### src/rtl/sramlike_pkg.sv
// Shared definitions for the data-side SRAM-to-SRAM-like bridge.
// Contents:
//   - state_t : bridge FSM state encoding (IDLE/REQ/WAIT/HOLD)
//   - SZ_*    : data_size codes driven on the SRAM-like bus
package sramlike_pkg;

  typedef enum logic [1:0] {
    S_IDLE = 2'd0,
    S_REQ  = 2'd1,
    S_WAIT = 2'd2,
    S_HOLD = 2'd3
  } state_t;

  localparam logic [1:0] SZ_BYTE  = 2'd0;
  localparam logic [1:0] SZ_HALF  = 2'd1;
  localparam logic [1:0] SZ_WORD  = 2'd2;
  localparam logic [1:0] SZ_DWORD = 2'd3;

endpackage

### src/rtl/data_sramlike_bridge_wen_decode.sv
// Byte-enable decoder for the SRAM-like bridge (purely combinational).
// Ports:
//   wen    : byte write enables (all zero means read)
//   size   : transfer size code; reads and non-contiguous or odd-count
//            masks report full width
//   offset : index of the lowest set wen bit (0 for reads)
module wen_decode
  import sramlike_pkg::*;
#(
  parameter  int WEN_W = 4,
  localparam int OFF_W = $clog2(WEN_W)
) (
  input  logic [WEN_W-1:0] wen,
  output logic [1:0]       size,
  output logic [OFF_W-1:0] offset
);

  localparam logic [1:0]       SZ_FULL = 2'(OFF_W);
  localparam logic [WEN_W-1:0] ONE     = WEN_W'(1);

  logic [WEN_W-1:0] shifted;
  logic             found;
  logic             contig;
  int               cnt;

  always_comb begin
    offset = '0;
    found  = 1'b0;
    cnt    = 0;
    for (int i = 0; i < WEN_W; i++) begin
      if (wen[i]) begin
        cnt = cnt + 1;
        if (!found) begin
          offset = i[OFF_W-1:0];
          found  = 1'b1;
        end
      end
    end
    // After shifting the lowest set bit to position 0, a contiguous run
    // looks like 0..01..1, which has no bit in common with itself + 1.
    shifted = wen >> offset;
    contig  = ((shifted & (shifted + ONE)) == '0);
    size    = SZ_FULL;
    if (found && contig) begin
      case (cnt)
        1:       size = SZ_BYTE;
        2:       size = SZ_HALF;
        4:       size = SZ_WORD;
        8:       size = SZ_DWORD;
        default: size = SZ_FULL;
      endcase
    end
  end

endmodule

### src/rtl/data_sramlike_bridge.sv
// Data-side bridge: turns a single-cycle SRAM-style MEM-stage access into
// one SRAM-like transaction and stalls the pipeline until data returns.
// Ports:
//   clk, rst               : clock, asynchronous active-low reset
//   data_sram_en/wen/addr/wdata : SRAM-style access from the MEM stage
//   data_sram_rdata        : read data, held until the pipeline advances
//   d_stall                : stall request to the pipeline
//   ext_stall              : other stall sources (any bit freezes pipeline)
//   flush                  : exception/eret flush of the MEM stage
//   data_req/wr/size/addr/wdata : SRAM-like request (from latched attrs)
//   data_rdata, data_addr_ok, data_data_ok : SRAM-like response
module data_sramlike_bridge
  import sramlike_pkg::*;
#(
  parameter  int ADDR_W      = 32,
  parameter  int DATA_W      = 32,
  parameter  int EXT_STALL_N = 1,
  parameter  int ALIGN_ADDR  = 1,
  localparam int WEN_W       = DATA_W / 8,
  localparam int OFF_W       = $clog2(WEN_W)
) (
  input  logic                   clk,
  input  logic                   rst,
  input  logic                   data_sram_en,
  input  logic [WEN_W-1:0]       data_sram_wen,
  input  logic [ADDR_W-1:0]      data_sram_addr,
  input  logic [DATA_W-1:0]      data_sram_wdata,
  output logic [DATA_W-1:0]      data_sram_rdata,
  output logic                   d_stall,
  input  logic [EXT_STALL_N-1:0] ext_stall,
  input  logic                   flush,
  output logic                   data_req,
  output logic                   data_wr,
  output logic [1:0]             data_size,
  output logic [ADDR_W-1:0]      data_addr,
  output logic [DATA_W-1:0]      data_wdata,
  input  logic [DATA_W-1:0]      data_rdata,
  input  logic                   data_addr_ok,
  input  logic                   data_data_ok
);

  state_t state_q, state_d;
  logic   cancel_q, cancel_d;
  logic   latch_en, capture, adv;

  logic [1:0]        dec_size;
  logic [OFF_W-1:0]  dec_off;
  logic [ADDR_W-1:0] addr_next;

  logic              req_wr_p0;
  logic [1:0]        req_size_p0;
  logic [ADDR_W-1:0] req_addr_p0;
  logic [DATA_W-1:0] req_wdata_p0;

  wen_decode #(.WEN_W(WEN_W)) u_wen_decode (
    .wen    (data_sram_wen),
    .size   (dec_size),
    .offset (dec_off)
  );

  always_comb begin
    addr_next = data_sram_addr;
    if (ALIGN_ADDR != 0 && data_sram_wen != '0)
      addr_next[OFF_W-1:0] = dec_off;
  end

  assign d_stall = data_sram_en & (state_q != S_HOLD);
  assign adv     = ~d_stall & ~|ext_stall;

  always_ff @(posedge clk or negedge rst) begin
    if (!rst) begin
      state_q  <= S_IDLE;
      cancel_q <= 1'b0;
    end else begin
      state_q  <= state_d;
      cancel_q <= cancel_d;
    end
  end

  always_comb begin
    state_d  = state_q;
    cancel_d = cancel_q;
    latch_en = 1'b0;
    capture  = 1'b0;
    case (state_q)
      S_IDLE: begin
        if (data_sram_en && !flush) begin
          latch_en = 1'b1;
          state_d  = S_REQ;
        end
      end
      S_REQ: begin
        if (flush) begin
          // Once the address is accepted the bus owes us a data_ok, so we
          // must wait it out and discard it rather than drop back to IDLE.
          if (data_addr_ok && !data_data_ok) begin
            state_d  = S_WAIT;
            cancel_d = 1'b1;
          end else begin
            state_d = S_IDLE;
          end
        end else if (data_addr_ok) begin
          if (data_data_ok) begin
            state_d = S_HOLD;
            capture = 1'b1;
          end else begin
            state_d = S_WAIT;
          end
        end
      end
      S_WAIT: begin
        if (flush) cancel_d = 1'b1;
        if (data_data_ok) begin
          if (cancel_q || flush) begin
            state_d  = S_IDLE;
            cancel_d = 1'b0;
          end else begin
            state_d = S_HOLD;
            capture = 1'b1;
          end
        end
      end
      S_HOLD: begin
        if (adv || flush) state_d = S_IDLE;
      end
      default: state_d = S_IDLE;
    endcase
  end

  // Request stage: attributes latched at issue, stable while data_req is high
  always_ff @(posedge clk or negedge rst) begin
    if (!rst) begin
      req_wr_p0    <= 1'b0;
      req_size_p0  <= 2'd0;
      req_addr_p0  <= '0;
      req_wdata_p0 <= '0;
    end else if (latch_en) begin
      req_wr_p0    <= (data_sram_wen != '0);
      req_size_p0  <= dec_size;
      req_addr_p0  <= addr_next;
      req_wdata_p0 <= data_sram_wdata;
    end
  end

  // Response stage: read data held until the pipeline advances
  always_ff @(posedge clk or negedge rst) begin
    if (!rst) data_sram_rdata <= '0;
    else if (capture) data_sram_rdata <= data_rdata;
  end

  assign data_req   = (state_q == S_REQ);
  assign data_wr    = req_wr_p0;
  assign data_size  = req_size_p0;
  assign data_addr  = req_addr_p0;
  assign data_wdata = req_wdata_p0;

endmodule

### config.mk
export PLATFORM = sky130hd
export DESIGN_NAME = data_sramlike_bridge
export DESIGN_NICKNAME = d
export VERILOG_FILES = /design/src/rtl/sramlike_pkg.sv /design/src/rtl/data_sramlike_bridge_wen_decode.sv /design/src/rtl/data_sramlike_bridge.sv
export SDC_FILE = /design/constraint.sdc
export NUM_CORES = 1
export LEC_CHECK = 0
export ABC_AREA = 1
export BUFFER_PORTS_ARGS = -buffer_cell sky130_fd_sc_hd__buf_4
export CAP_MARGIN = 10
export CORE_UTILIZATION = 40
export CTS_BUF_LIST = sky130_fd_sc_hd__clkbuf_2
export DETAILED_ROUTE_END_ITERATION = 16
export PLACE_DENSITY = 0.72
export SLEW_MARGIN = 15
export SYNTH_ARGS = -nofsm -noshare
export SYNTH_HDL_FRONTEND = slang
export SYNTH_HIERARCHICAL = 1
export SYNTH_SLANG_ARGS = --single-unit
### constraint.sdc
create_clock -name clk -period 2 [get_ports clk]
set_input_delay 0.3 -clock clk [delete_from_list [all_inputs] [get_ports clk]]
set_output_delay 0.3 -clock clk [all_outputs]
set_load 0.1 [all_outputs]
* Yosys cells after proc, flatten, opt, wreduce, memory -nomap -nowiden
Cells that the tools add are included.
Cells by class: reduce and logical (&&, ||, !) cells 14, shift operators 1, mux-type cells 40, equal/unequal tests 13, add/subtract/negate cells 4, bitwise gates (word level) 4
Operators by type and width (count):
- two-way mux 32 bit | 3
- adder 32 x 2 -> 32 bit (second input constant) | 2
- equality test 32 x 1 -> 1 bit (second input constant) | 1
- equality test 32 x 2 -> 1 bit (second input constant) | 1
- equality test 32 x 4 -> 1 bit (second input constant) | 1
- two-way mux 2 bit | 14
- two-way mux 1 bit | 19
- != test 2 bit (second input constant) | 5
- case mux 2 bit (4 select lines) | 1
- case mux 2 bit (3 select lines) | 1
- adder 4 x 1 -> 4 bit (second input constant) | 1
- bitwise AND 4 bit | 1
- equality test 2 bit (second input constant) | 2
- logical NOT 4 bit | 1
- case mux 1 bit (2 select lines) | 2
- AND reduction 4 bit | 1
- nonzero test 4 bit | 1
- >> shifter 4 x 2 -> 4 bit | 1
- logical AND 1 bit | 3
- logical NOT 1 bit | 3
- != test 3 x 2 -> 1 bit (second input constant) | 1
- AND reduction 3 bit | 1
- adder 1 x 1 -> 2 bit (second input constant) | 1
- bitwise AND 1 bit | 2
- 6 further kinds | 7
Storage, ports and cells: bits of input ports 107, word-level logic and storage cells 83, flip-flop bits (word level) 102

* Logic depth before layout (Yosys ltp)
Gate-level depths: netlist of the first run.
word-level depth 13, gate-level depth with buffers 16

* By module
Netlist of the first run, hierarchy kept.
By module, submodules not included:
- data_sramlike_bridge | area an instance 4125.2 µm², cells each 477, instances 1, sequential area each 2552.4 µm²
- wen_decode | area an instance 336.6 µm², cells each 68, instances 1, sequential area each 0.0 µm²

* Least setup slack after synthesis of the first run
No wires, ideal clock.
path kind reg-to-reg, from register state_q[1], to register data_sram_rdata[10], period minus slack after synthesis 2.231 ns, stages on the path, launching flop included 9, arrival time 2.109 ns, path buffers 1, slack -0.231 ns, required time 1.878 ns, cell sequence dfrtp_1 -> inv_1 -> ha_1 -> nand2_2 -> o21ai_4 -> nand2_2 -> buf_6 -> nand2_1 -> nand2_1
On the way: longest elaborated chain between the ends 2
Ends and longest elaborated chain:
- from (decl) | line data_sramlike_bridge.sv:42 | state_t state_q, state_d;
- from (signal assigned) | line data_sramlike_bridge.sv:75 | state_q <= state_d;
- equality test 2 x 1 -> 1 bit
- via data_req | line data_sramlike_bridge.sv:32 | output logic data_req,
- case mux 1 bit (2 select lines) | line data_sramlike_bridge.sv:85 | case (state_q)
- to (signal assigned) | line data_sramlike_bridge.sv:148 | else if (capture) data_sram_rdata <= data_rdata;
- to (decl) | line data_sramlike_bridge.sv:28 | output logic [DATA_W-1:0] data_sram_rdata,
The timed path passes the listed nets, and every way through them passes these cells. A chain may end at the register's enable or synchronous reset.

* Worst setup path after layout of the first run
from register state_q[0], to output d_stall
On the way: longest elaborated chain between the ends 2
Ends and longest elaborated chain:
- != test 2 bit | line data_sramlike_bridge.sv:67 | assign d_stall = data_sram_en & (state_q != S_HOLD);
- bitwise AND 1 bit | line data_sramlike_bridge.sv:67
- to (decl) | line data_sramlike_bridge.sv:29 | output logic d_stall,
Every way passes these cells.

==> results of run 1 <==
==> worst reg2reg max path, delay by kind of cell (launching register included) <==
family,cells,cell delay [ns]
and+or+nand+nor,4,0.85
DFF,1,0.49
adders and majority gates,1,0.25
buffers and inverters,1,0.12
AOI/OAI and AO/OA,1,0.09
==> registers in the layout (all words and copies together), names as in the netlist <==
register,count
data_addr,32
data_sram_rdata,32
data_wdata,32
data_size,2
state_q,2
cancel_q,1
data_wr,1
==> Yosys cell counts, types with 3 or more instances <==
library cell	n	area, um^2
nand2_1	305	1145
dfrtp_1	102	2552
nand3_1	47	235.2
inv_1	21	78.83
nor2_1	16	60.06
buf_2	12	60.06
ha_1	11	137.6
o21ai_0	7	35.03
clkbuf_1	4	15.01
buf_1	3	11.26
buf_6	3	33.78
inv_2	3	11.26
==> cells by family after synthesis <==
logic type	share of synthesized area, %
compound gates	1.374
fa+ha+maj	3.085
buf+inv	5.048
flops	57.21
simple gates	33.29
==> stage by stage <==
| stage | utilization, % | worst slack (ns) | cells | setup TNS, ns | hold WS (ns) |
|---|---|---|---|---|---|
| 2_1_floorplan | - | 0.1256 | 545 | 0 | 0.004409 |
| 3_3_place_gp | 56.76 | 0.02281 | 877 | 0 | 0.4076 |
| 3_5_place_dp | 56.76 | -0.01773 | 877 | -0.01773 | 0.4126 |
| 4_1_cts | 67.06 | 0.0003573 | 991 | 0 | 0.08196 |
| 5_1_grt | 67.31 | 0.001962 | 993 | 0 | 0.08754 |
| 6_report | 67.31 | 0.1048 | 993 | 0 | 0.1350 |
==> final timing paths <==
| path | from | end | depth (start not counted) |
|---|---|---|---|
| setup / recovery | state_q[0] | d_stall | 3 |
| hold / removal | data_sram_wen[0] | data_wr | 5 |
| setup reg to reg | state_q[0] | data_sram_rdata[16] | 7 |
| hold reg to reg | data_sram_rdata[29] | data_sram_rdata[29] | 2 |
| max in group asynchronous | rst | data_addr[27] | 3 |
| min in group asynchronous | rst | data_wdata[25] | 3 |
==> metal layers <==
metal / up-vias / part of all wire, % / GRT usage, %
li1: 2271 / - / -
met5: - / 0 / 0
met3: 24 / 7.6 / 6.053
met2: 194 / 50 / 40.57
met4: 0 / 1.9 / 8.708
met1: 2117 / 41 / 27.44
==> timing repair <==
action | 4_1_cts | 5_1_grt
buffers inserted | 0 | 1
resized for setup | 5 | 3
pin swaps | 0 | 1
endpoints found under the setup margin | 2 | 16
hold endpoints to repair | 199 | 0
hold buffers | 98 | 0
==> final cells by class <==
class	instances	area (um^2)	share of cell area, %
multi-input cells	395	1702	23.32
inverters	24	90.09	1.235
well taps	140	175.2	2.401
diodes	1	2.502	0.03429
clock inverters	5	60.06	0.8230
repair buffers	315	2660	36.45
clock buffers	11	55.05	0.7545
flip-flops and latches	102	2552	34.98
==> flow_summary.ini, run 1 <==
[timing]
slew_violations = 0
hold_viol = 0
skew_ns = 0.02591
setup_viol = 0
max_freq_mhz = 527.6
post-route-period-util_pct = 94.76
max-slew-margin-rel_pct = 61.61
worstMarginPinSlew_ns = 0.5739
rsz0062_at_grt = no
fin_crit_ns = 1.895

[layout]
n_fill_cell = 826
design_area_um2 = 7297
layout_common_cells = nand2_1, buf_4, dfrtp_1, dlygate4sd3_1, nand3_1
drive_gt1_share_pct = 28.76
area_growth_pct = 63.54
final_nets = 965
final_common_cell = nand2_1

[drt]
drtIter0Drc = 364
via_count = 4606
routed_via_density = 4.638
drtAntennaViolNets = 0
avgRoutedWirePerCell_um = 13.50
drt_wl_total_mm = 13.40
drc = 0
firstDrtPassIters = 5

[placement]
port_buffers = 207
hpwl_mm = 8.210
place_congestion = 0.8316
place_area_um2 = 6153

[grt]
grt_pass1_vias = 4555
grt_max_degree = 103
grt_overflow = 0
grt_pass1_wl_mm = 20.98
track_usage_pct = 23.29
antenna_found_initial = 1

[clock_tree]
clock_latency_ns = 0.56
numCtsBuffers = 9
cts_tree = yes
cts.sinks = 102
cts.clk_slew.worst_paths_ns = 0.27
h-tree-depth = 3
root_buffer = clkbuf_2
ctsLongestPathBuffers = 2

[setup_path]
cp_slowest_cell = dfrtp_1
cp-end-kind = primary output
rrSetupSlack_ns = 0.17
cp.required_ns = 1.70
worstPathMaxFanout = 3
path_class = reg -> out
cp-start-kind = flip-flop
crit_buf_inv = 1
critPathTopFamily = flip-flops
crit_chain = ha_2 -> nor2_2 -> buf_12
cp.arrival_ns = 1.60
max_stage_delay_ns = 0.49

[min_path]
worstHoldPathType = in -> reg

[floorplanning]
initial_core_util_pct = 41.16
io_pins = 208
die-area_um2 = 11580
rows = 38
core_area_um2 = 10840
die_w_um = 107.6
die_y_um = 107.6

[logic_synthesis]
syn_nets = 663
synth-edff-count = 0
synthCells = 545
syn_area_per_cell_um2 = 8.187
ys_seq_elements = 102
synth-async-reset-ratio_pct = 100.0
ys_seq_area_share_pct = 57.21
synth_warnings = 6
netlist_area_um2 = 4462
ys.flop_type = dfrtp_1
synth.distinct_cells = 20

[outcome]
status = completed

[run]
maxCapViolCount = 0
Power of run 1 is left out: the tool's default activity adds up to more than one toggle a clock period on the data nets, which glitch-free logic cannot reach.
==> run 2, diff against run 1 <==
Settings changed: CELL_PAD_IN_SITES_DETAIL_PLACEMENT set to 0, CELL_PAD_IN_SITES_GLOBAL_PLACEMENT set to 1, CORE_UTILIZATION 40 to 34, PLACE_DENSITY 0.72 to 0.85.
==> run 2 against run 1 <==
Die area increased by 17%; clock skew increased by 0.0021 ns; count of clock-buffer cells in the layout decreased by 1; critical path depth unchanged; setup slack improved by 0.033 ns; core utilization decreased by 9.4 points; hold slack got worse by 0.0035 ns; cell count increased by 3.2%; routed wire length decreased by 2.5%; fmax increased by 1.8%; largest cell class unchanged.
==> flow_summary.ini, run 2 (same netlist as run 1, synthesis figures left out) <==
[outcome]
status = completed

[min_path]
worstHoldPathType = in -> reg
holdPathEnd = data_wr
whs_path_depth = 5
worstHoldStart = data_sram_wen[0]

[placement]
hpwl_mm = 8.274
place_congestion = 0.8184
port_buffers = 207

[clock_tree]
ctsLongestPathBuffers = 2
clock_latency_ns = 0.59
cts_tree = yes
numCtsBuffers = 9
cts.sinks = 102
cts.clk_slew.worst_paths_ns = 0.27
root_buffer = clkbuf_2
h-tree-depth = 3

[grt]
grt_pass1_vias = 4464
grt_pass1_wl_mm = 20.22
grt_max_degree = 103
track_usage_pct = 19.04
antenna_found_initial = 0
grt_overflow = 0

[timing]
setup_viol = 0
setup_tns_ns = 0
skew_ns = 0.02803
worstMarginPinSlew_ns = 0.5816
hold_viol = 0
post-route-period-util_pct = 93.12
max_freq_mhz = 536.9
max-slew-margin-rel_pct = 61.09
fin_crit_ns = 1.862
rsz0062_at_grt = no
slew_violations = 0
hold_slack_ns = 0.1314

[drt]
drc = 0
drt_wl_total_mm = 13.07
drtIter0Drc = 276
avgRoutedWirePerCell_um = 12.75
drtAntennaViolNets = 0
routed_via_density = 4.493
firstDrtPassIters = 5
via_count = 4605

[floorplanning]
die-area_um2 = 13590
rows = 41
die_w_um = 116.6
die_y_um = 116.6
io_pins = 208
initial_core_util_pct = 35.07
core_area_um2 = 12720

[setup_path]
worstPathMaxFanout = 3
r2r-start = state_q[1]
rrSetupSlack_ns = 0.22
cp.arrival_ns = 1.56
path_class = reg -> out
cp-startpoint = state_q[1]
crit-reg2reg-capture = data_sram_rdata[22]
cp.required_ns = 1.70
cp-start-kind = flip-flop
cp-end-kind = primary output
worstRegToRegCells = 7

[layout]
final_common_cell = nand2_1
final_nets = 966
antenna_cells = 0
drive_gt1_share_pct = 28.84
layout_common_cells = nand2_1, buf_4, dfrtp_1, dlygate4sd3_1, nand3_1
area_growth_pct = 65.12

[run]
maxCapViolCount = 0
==> run 2: critical path, stage by stage (launching register included) <==
cell and delay, ns:
dfrtp_1 0.47, ha_2 0.20, nor2_4 0.12, buf_12 0.18
==> run 2: repair_timing <==
item	4_1_cts	5_1_grt
hold buffers	98	0
hold endpoints to repair	199	0
buffers inserted	1	1
setup endpoints to repair	2	2
pin swaps	1	1
resized for setup	6	4
==> run 2: worst max-delay path by stage <==
stage,endpoint,slack [ns],cells after the start
finish,d_stall,0.14,3
global route,d_stall,0.005,3
CTS,data_req,-0.01,3
detailed placement,data_size[1],-0.05,14
global placement,data_size[1],0.009,14
floorplan,data_sram_rdata[10],0.13,8
==> run 2: through the flow <==
step / instance area [um^2] / util [%] / instances / worst slack (ns)
after floorplan: 4467 / - / 545 / 0.1256
after global placement: 6193 / 48.68 / 909 / 0.008925
after detailed placement: 6193 / 48.68 / 909 / -0.04699
after CTS: 7342 / 57.71 / 1024 / -0.01120
after global routing: 7367 / 57.91 / 1025 / 0.004740
final: 7367 / 57.91 / 1025 / 0.1375
==> run 2: cell type report <==
class	count	area, um^2
multi-input combinational	395	1707
timing repair buffer	316	2668
tap	172	215.2
clock inverter	6	85.08
sequential	102	2552
inverter	24	90.09
fill	1093	5355
clock buffer	10	50.05
==> run 2: per-layer routing <==
metal | vias to the layer above | track usage [%] | wire length, um
met5 | - | 0 | 0
met4 | 0 | 8.945 | 285
met3 | 24 | 4.619 | 911
met2 | 178 | 33.65 | 6515
met1 | 2131 | 21.64 | 5357
li1 | 2272 | - | -
Power of run 2 is left out for the same reason.
